**src/rtl/sram_pkg.sv**
```systemverilog
// ============================================================================
// sram_pkg : shared types and defaults for the 16-bit async SRAM controller
// Revision : 1.0
// ============================================================================
`default_nettype none

package sram_pkg;

    typedef enum logic [1:0] {
        ST_IDLE = 2'd0,
        ST_LOW  = 2'd1,
        ST_HIGH = 2'd2,
        ST_DONE = 2'd3
    } state_t;

    localparam int          SRAM_DW         = 16;
    localparam int          SRAM_AW_DEF     = 18;
    localparam int          WAIT_CYCLES_DEF = 5;
    localparam logic [31:0] BASE_ADDR_DEF   = 32'd1024;

endpackage

`default_nettype wire

```
**src/rtl/sram_wait_counter.sv**
```systemverilog
// ============================================================================
// sram_wait_counter : per-phase wait counter with terminal-count flag
// Revision : 1.0
// ============================================================================
`default_nettype none

module sram_wait_counter
    import sram_pkg::*;
#(
    parameter int WAIT_CYCLES = WAIT_CYCLES_DEF
) (
    input  logic clk,
    input  logic rst,
    input  logic i_clr,
    input  logic i_en,
    output logic o_tc
);

    localparam logic [3:0] c_LAST = 4'(WAIT_CYCLES - 1);

    logic [3:0] r_count;

    always_ff @(posedge clk) begin
        if (rst) begin
            r_count <= 4'd0;
        end else if (i_clr) begin
            r_count <= 4'd0;
        end else if (i_en) begin
            r_count <= r_count + 4'd1;
        end
    end

    assign o_tc = (r_count == c_LAST);

endmodule

`default_nettype wire

```
**src/rtl/sram_mem_controller.sv**
```systemverilog
// ============================================================================
// sram_mem_controller : splits 32-bit MEM-stage loads/stores into two 16-bit
//                       async SRAM accesses, stalling the pipeline via ready
// Revision : 1.0
// ============================================================================
`default_nettype none

module sram_mem_controller
    import sram_pkg::*;
#(
    parameter logic [31:0] BASE_ADDR   = BASE_ADDR_DEF,
    parameter int          WAIT_CYCLES = WAIT_CYCLES_DEF,
    parameter int          SRAM_AW     = SRAM_AW_DEF
) (
    input  logic               clk,
    input  logic               rst,
    input  logic               rdEn,
    input  logic               wrEn,
    input  logic [31:0]        address,
    input  logic [31:0]        writeData,
    output logic [31:0]        readData,
    output logic               ready,
    output logic [SRAM_AW-1:0] sramAddr,
    output logic [SRAM_DW-1:0] sramDqOut,
    input  logic [SRAM_DW-1:0] sramDqIn,
    output logic               sramDqOe,
    output logic               sramWeN
);

    // Single-cycle phases cannot afford a recovery cycle, so WE# stays low.
    localparam logic c_RECOVER = (WAIT_CYCLES > 1);

    state_t               r_state;
    state_t               w_next;
    logic                 r_opWrite;
    logic [SRAM_AW-2:0]   r_wordIdx;
    logic [31:0]          r_wdata;
    logic [SRAM_DW-1:0]   r_lowHalf;
    logic [31:0]          r_readData;

    logic [31:0]          w_offset;
    logic                 w_unused;
    logic                 w_req;
    logic                 w_accept;
    logic                 w_inPhase;
    logic                 w_tc;
    logic                 w_clr;

    assign w_offset  = address - BASE_ADDR;
    assign w_unused  = ^{w_offset[31:SRAM_AW+1], w_offset[1:0]};
    assign w_req     = rdEn | wrEn;
    assign w_accept  = (r_state == ST_IDLE) && w_req;
    assign w_inPhase = (r_state == ST_LOW) || (r_state == ST_HIGH);
    assign w_clr     = !w_inPhase || w_tc;

    sram_wait_counter #(
        .WAIT_CYCLES (WAIT_CYCLES)
    ) u_wait_counter (
        .clk   (clk),
        .rst   (rst),
        .i_clr (w_clr),
        .i_en  (w_inPhase),
        .o_tc  (w_tc)
    );

    always_ff @(posedge clk) begin
        if (rst) begin
            r_state <= ST_IDLE;
        end else begin
            r_state <= w_next;
        end
    end

    always_comb begin
        w_next = r_state;
        case (r_state)
            ST_IDLE: if (w_req) w_next = ST_LOW;
            ST_LOW:  if (w_tc)  w_next = ST_HIGH;
            ST_HIGH: if (w_tc)  w_next = ST_DONE;
            ST_DONE: w_next = ST_IDLE;
            default: w_next = ST_IDLE;
        endcase
    end

    always_comb begin
        ready     = 1'b1;
        sramAddr  = '0;
        sramDqOut = '0;
        sramDqOe  = 1'b0;
        sramWeN   = 1'b1;
        case (r_state)
            ST_IDLE: ready = !w_req;
            ST_LOW: begin
                ready    = 1'b0;
                sramAddr = {r_wordIdx, 1'b0};
                if (r_opWrite) begin
                    sramDqOe  = 1'b1;
                    sramDqOut = r_wdata[15:0];
                    sramWeN   = w_tc && c_RECOVER;
                end
            end
            ST_HIGH: begin
                ready    = 1'b0;
                sramAddr = {r_wordIdx, 1'b1};
                if (r_opWrite) begin
                    sramDqOe  = 1'b1;
                    sramDqOut = r_wdata[31:16];
                    sramWeN   = w_tc && c_RECOVER;
                end
            end
            default: ready = 1'b1;
        endcase
    end

    // A simultaneous rdEn/wrEn is treated as a store.
    always_ff @(posedge clk) begin
        if (rst) begin
            r_opWrite <= 1'b0;
            r_wordIdx <= '0;
            r_wdata   <= '0;
        end else if (w_accept) begin
            r_opWrite <= wrEn;
            r_wordIdx <= w_offset[SRAM_AW:2];
            r_wdata   <= writeData;
        end
    end

    always_ff @(posedge clk) begin
        if (rst) begin
            r_lowHalf  <= '0;
            r_readData <= '0;
        end else if (w_tc && !r_opWrite) begin
            if (r_state == ST_LOW) begin
                r_lowHalf <= sramDqIn;
            end else if (r_state == ST_HIGH) begin
                r_readData <= {sramDqIn, r_lowHalf};
            end
        end
    end

    assign readData = r_readData;

endmodule

`default_nettype wire

```
**config.mk**
```make
export PLATFORM = sky130hd
export DESIGN_NAME = sram_mem_controller
export DESIGN_NICKNAME = d
export VERILOG_FILES = /design/src/rtl/sram_pkg.sv /design/src/rtl/sram_wait_counter.sv /design/src/rtl/sram_mem_controller.sv
export SDC_FILE = /design/constraint.sdc
export NUM_CORES = 1
export LEC_CHECK = 0
export ABC_CLOCK_PERIOD_IN_PS = 1700
export CORE_MARGIN = 8
export CORE_UTILIZATION = 41
export CTS_CLUSTER_DIAMETER = 40
export CTS_CLUSTER_SIZE = 16
export DETAILED_ROUTE_END_ITERATION = 8
export PLACE_DENSITY = 0.76
export RECOVER_POWER = 100
export SYNTH_ARGS = -nofsm -noshare
export SYNTH_HDL_FRONTEND = slang
export SYNTH_SLANG_ARGS = --single-unit
```
**constraint.sdc**
```tcl
create_clock -name clk -period 1.7 [get_ports clk]
set_input_delay 0.255 -clock clk [delete_from_list [all_inputs] [get_ports clk]]
set_output_delay 0.255 -clock clk [all_outputs]
set_load 0.1 [all_outputs]
```
==> flow_metrics.tcl <==
set metrics [dict create \
    syn-num-nets 591 \
    pwr_density_cell_nw_per_um2 1225 \
    grt.total_usage 0.1790 \
    ys_ff_latch 104 \
    use_met3 0.03170 \
    cts_tree "done" \
    report.final.setup_viol 35 \
    placedCellCount 769 \
    drt_first_iter_violations 222 \
    crit_path_max_delay_cell_type "dfxtp_2" \
    num_vias 4007 \
    yosys.area.top_type "dfxtp_1" \
    critical_path_buffers_and_inverters 4 \
    critical_path.endpoint_type "output port" \
    synth-seq-area-share 0.4645 \
    finalWorstSetupSlack_ns -0.3150 \
    fmax_mhz 496.3 \
    clock_tree.root_cell "clkbuf_8" \
    drv.max_cap_violation_count 0 \
    ctsHtreeMaxLevel 3 \
    failed_checks "negative setup slack" \
    met2_track_utilization_from_global_routing 0.3380 \
    timing.critical_path.slowest_cell_delay_ns 0.36 \
    cts_hold_repair.buffers 0 \
    core_area_um2 10750 \
    preCtsSetupSlack_ns -0.3550 \
    period_utilization_post_route 1.185 \
    port_buffers 137 \
    layout.nets 737 \
    static_power_due_to_leakage_nw 2.824 \
    netlist.area_leader.share 0.4645 \
    instances_no_fill 791 \
    final_hold_viol_count 0 \
    unrepaired_setup_endpoints_after_global_routing "true" \
    hpwlAfterDp_um 9505 \
    worst_path_dominant_cell_family "buffers and inverters" \
    ir_drop_mv 0.7641 \
    grt.met1_usage 0.1928 \
    floorplan.die.height_um 120.6 \
    outcome "finished with violations" \
    crit_fanout 8 \
    clock_transition_time_at_the_flip_flop_clock_pins_of_the_worst_setup_and_hold_paths_ns 0.10 \
    grt_first_pass_wirelength_um 20930 \
    worst_pin_slew_ns 0.6089 \
    netlist-cell-type-count 38 \
    antenna-diode-count 0 \
    startpoint_type "register" \
    drt-vias-per-instance 5.066 \
    netlist_top_cells_area "dfxtp_1 (46%), mux2i_1 (11%), nand2b_1 (9.2%)" \
    data_arrival_critical_path_ns 1.76 \
    cts_inserted_buffers 9 \
    fin_total_pwr_mw 8.591 \
    nFillCells 888 \
    detail_route.wirelength_um 13610 \
    worst_slew_margin_rel 0.5898 \
    ioPinCount 153 \
    place.gp.congestion 0.8384 \
    total_die_area_um2 14530 \
    grt_busiest_layer "met2" \
    clock_latency_reported_for_the_late_side_of_the_worst_skew_pair_ns 0.37 \
    hold_path_class "input pin to register" \
    cts_max_path_buffers 2 \
    finalMaxSlewViolations 0 \
    detail_route.first_pass.iterations 4 \
    seq_area_um2 2086 \
    drt.antenna.violating_nets 0 \
    critPathKind "register to output port" \
    worst_ep_required_time_ns 1.44 \
    grt_max_degree 78 \
    timing.critical_path.mode_cell "buf_12" \
    detail_route.wl_per_cell_um 17.20 \
    initial_antenna_violation_count 0 \
    final.min_clock_period_ns 2.015 \
    initial_utilization 0.4171 \
    clock-sinks 104 \
    final_layout_size_suffix_gt1_frac 0.2842 \
    post_route_clock_skew_ns 0.01029 \
    syn_inst 500 \
    netlist_area_um2 4482 \
    post_synth.cell_area_avg_um2 8.964 \
    drc_errors 0 \
    fin_worst_hold_slack_ns 0.2939 \
    cp_cell_sequence "inv_2 > buf_6 > ha_4 > nand2_8 > buf_12 > nor2_4 > buf_12" \
    row_count 38 \
    final_area_um2 7012 \
    grt_remaining_overflow 0 \
    area_added_between_synthesis_and_finish_pct 56.45 \
    grt_pass1_vias 4031 \
    post_dp_cell_area_um2 7109 \
    die_width_um 120.6 \
    ys.warnings.count 0 \
    combined_area_of_the_multi_input_logic_cells_um2 2509 \
]
## placed cells by master (no fill, tap or decap), types with 2 or more instances in the layout
cell type	synthesis	layout
ha_1	7	3
or2_4	0	2
inv_1	8	3
or3_1	2	2
a211oi_1	7	7
a22oi_2	0	9
clkinv_2	0	3
clkinvlp_4	0	3
a311oi_1	4	4
clkbuf_8	0	9
clkdlybuf4s50_1	0	67
inv_2	0	3
clkbuf_2	0	32
mux2i_1	49	49
xor2_1	3	3
and3_4	0	17
ha_4	0	3
nor2_4	0	16
dfxtp_1	104	101
o21ai_0	2	3
buf_12	3	49
dfxtp_2	0	3
or4_1	2	2
nand2b_1	66	66
a22oi_1	16	7
a21oi_1	41	41
buf_4	0	19
nor2_1	30	14
nand2_8	0	2
o31ai_1	2	2
nand2_1	85	83
buf_6	1	2
nor4_1	2	2
## synth_stat cells, drive strengths merged
library cell and instances:
a21o 1, or4b 1, a211oi 7, or2b 1
o31ai 2, inv 8, or3 2, a21oi 41
nand2 85, nor2 30, nor3 1, a311oi 4
ha 7, buf 14, nor3b 1, xor2 3
xnor2 1, clkbuf 24, nand2b 66, nand4 1
o21a 1, nand3b 1, a22oi 16, or3b 1
mux2i 49, and3 17, and4 1, or2 1
a22o 1, nor4 2, or4 3, dfxtp 104
o21ai 3
## timing repair
action,CTS,global route
endpoints found under the hold margin,0,0
gates cloned,2,1
setup buffers,2,1
endpoints found under the setup margin,68,64
gates resized for setup,26,6
pin swaps,8,11
## report_power, final
part / switching (mW) / total, mW / internal (mW) / leakage, nW
Clock: 0.884 / 1.42 / 0.534 / 0.0854
Sequential: 0.213 / 3.00 / 2.79 / 0.849
Combinational: 2.46 / 4.17 / 1.71 / 1.89
Total: 3.56 / 8.59 / 5.03 / 2.82
## kinds of logic after synthesis
group / synth area share
AO/OA/AOI/OAI: 0.1041
buffers and inverters: 0.05249
multiplexers: 0.1094
adder cells (fa/ha/maj): 0.01954
XOR/XNOR: 0.007818
flip-flops: 0.4645
AND/OR/NAND/NOR: 0.2420
## state kept, by name, summed over array words and instances, names as in the netlist
signal / count
r_wdata: 32
readData: 32
r_lowHalf: 16
r_state: 2
r_opWrite: 1
u_wait_counter.r_count: 4
r_wordIdx: 17
## final cells by class
class,count,share of cell area
tap,140,0.02498
inverter,8,0.005175
sequential,104,0.2975
multi-input combinational,351,0.3578
timing repair buffer,172,0.2901
clock buffer,9,0.01767
clock inverter,7,0.006781
## final timing paths
| kind | from | endpoint | slack (ns) | cells past startpoint |
|---|---|---|---|---|
| max | r_state[1] | sramDqOut[0] | -0.31 | 7 |
| min | rst | r_wordIdx[6] | 0.29 | 2 |
| max reg2reg | u_wait_counter.r_count[1] | readData[0] | 0.01 | 6 |
| min reg2reg | r_wdata[11] | r_wdata[11] | 0.46 | 2 |
## per-layer routing
metal / vias to the layer above / part of all wire
met3: 16 / 0.038
li1: 1976 / -
met5: - / 0
met1: 1929 / 0.40
met4: 0 / 0.018
met2: 86 / 0.55
## per-stage QoR
step / utilization / setup TNS (ns)
floorplan: - / -11.13
global placement: 0.6616 / -2.877
detailed placement: 0.6616 / -3.944
CTS: 0.6926 / -10.33
global route: 0.6525 / -12.13
finish: 0.6525 / -9.397
Note: power is estimated with default switching activity, not from simulation.
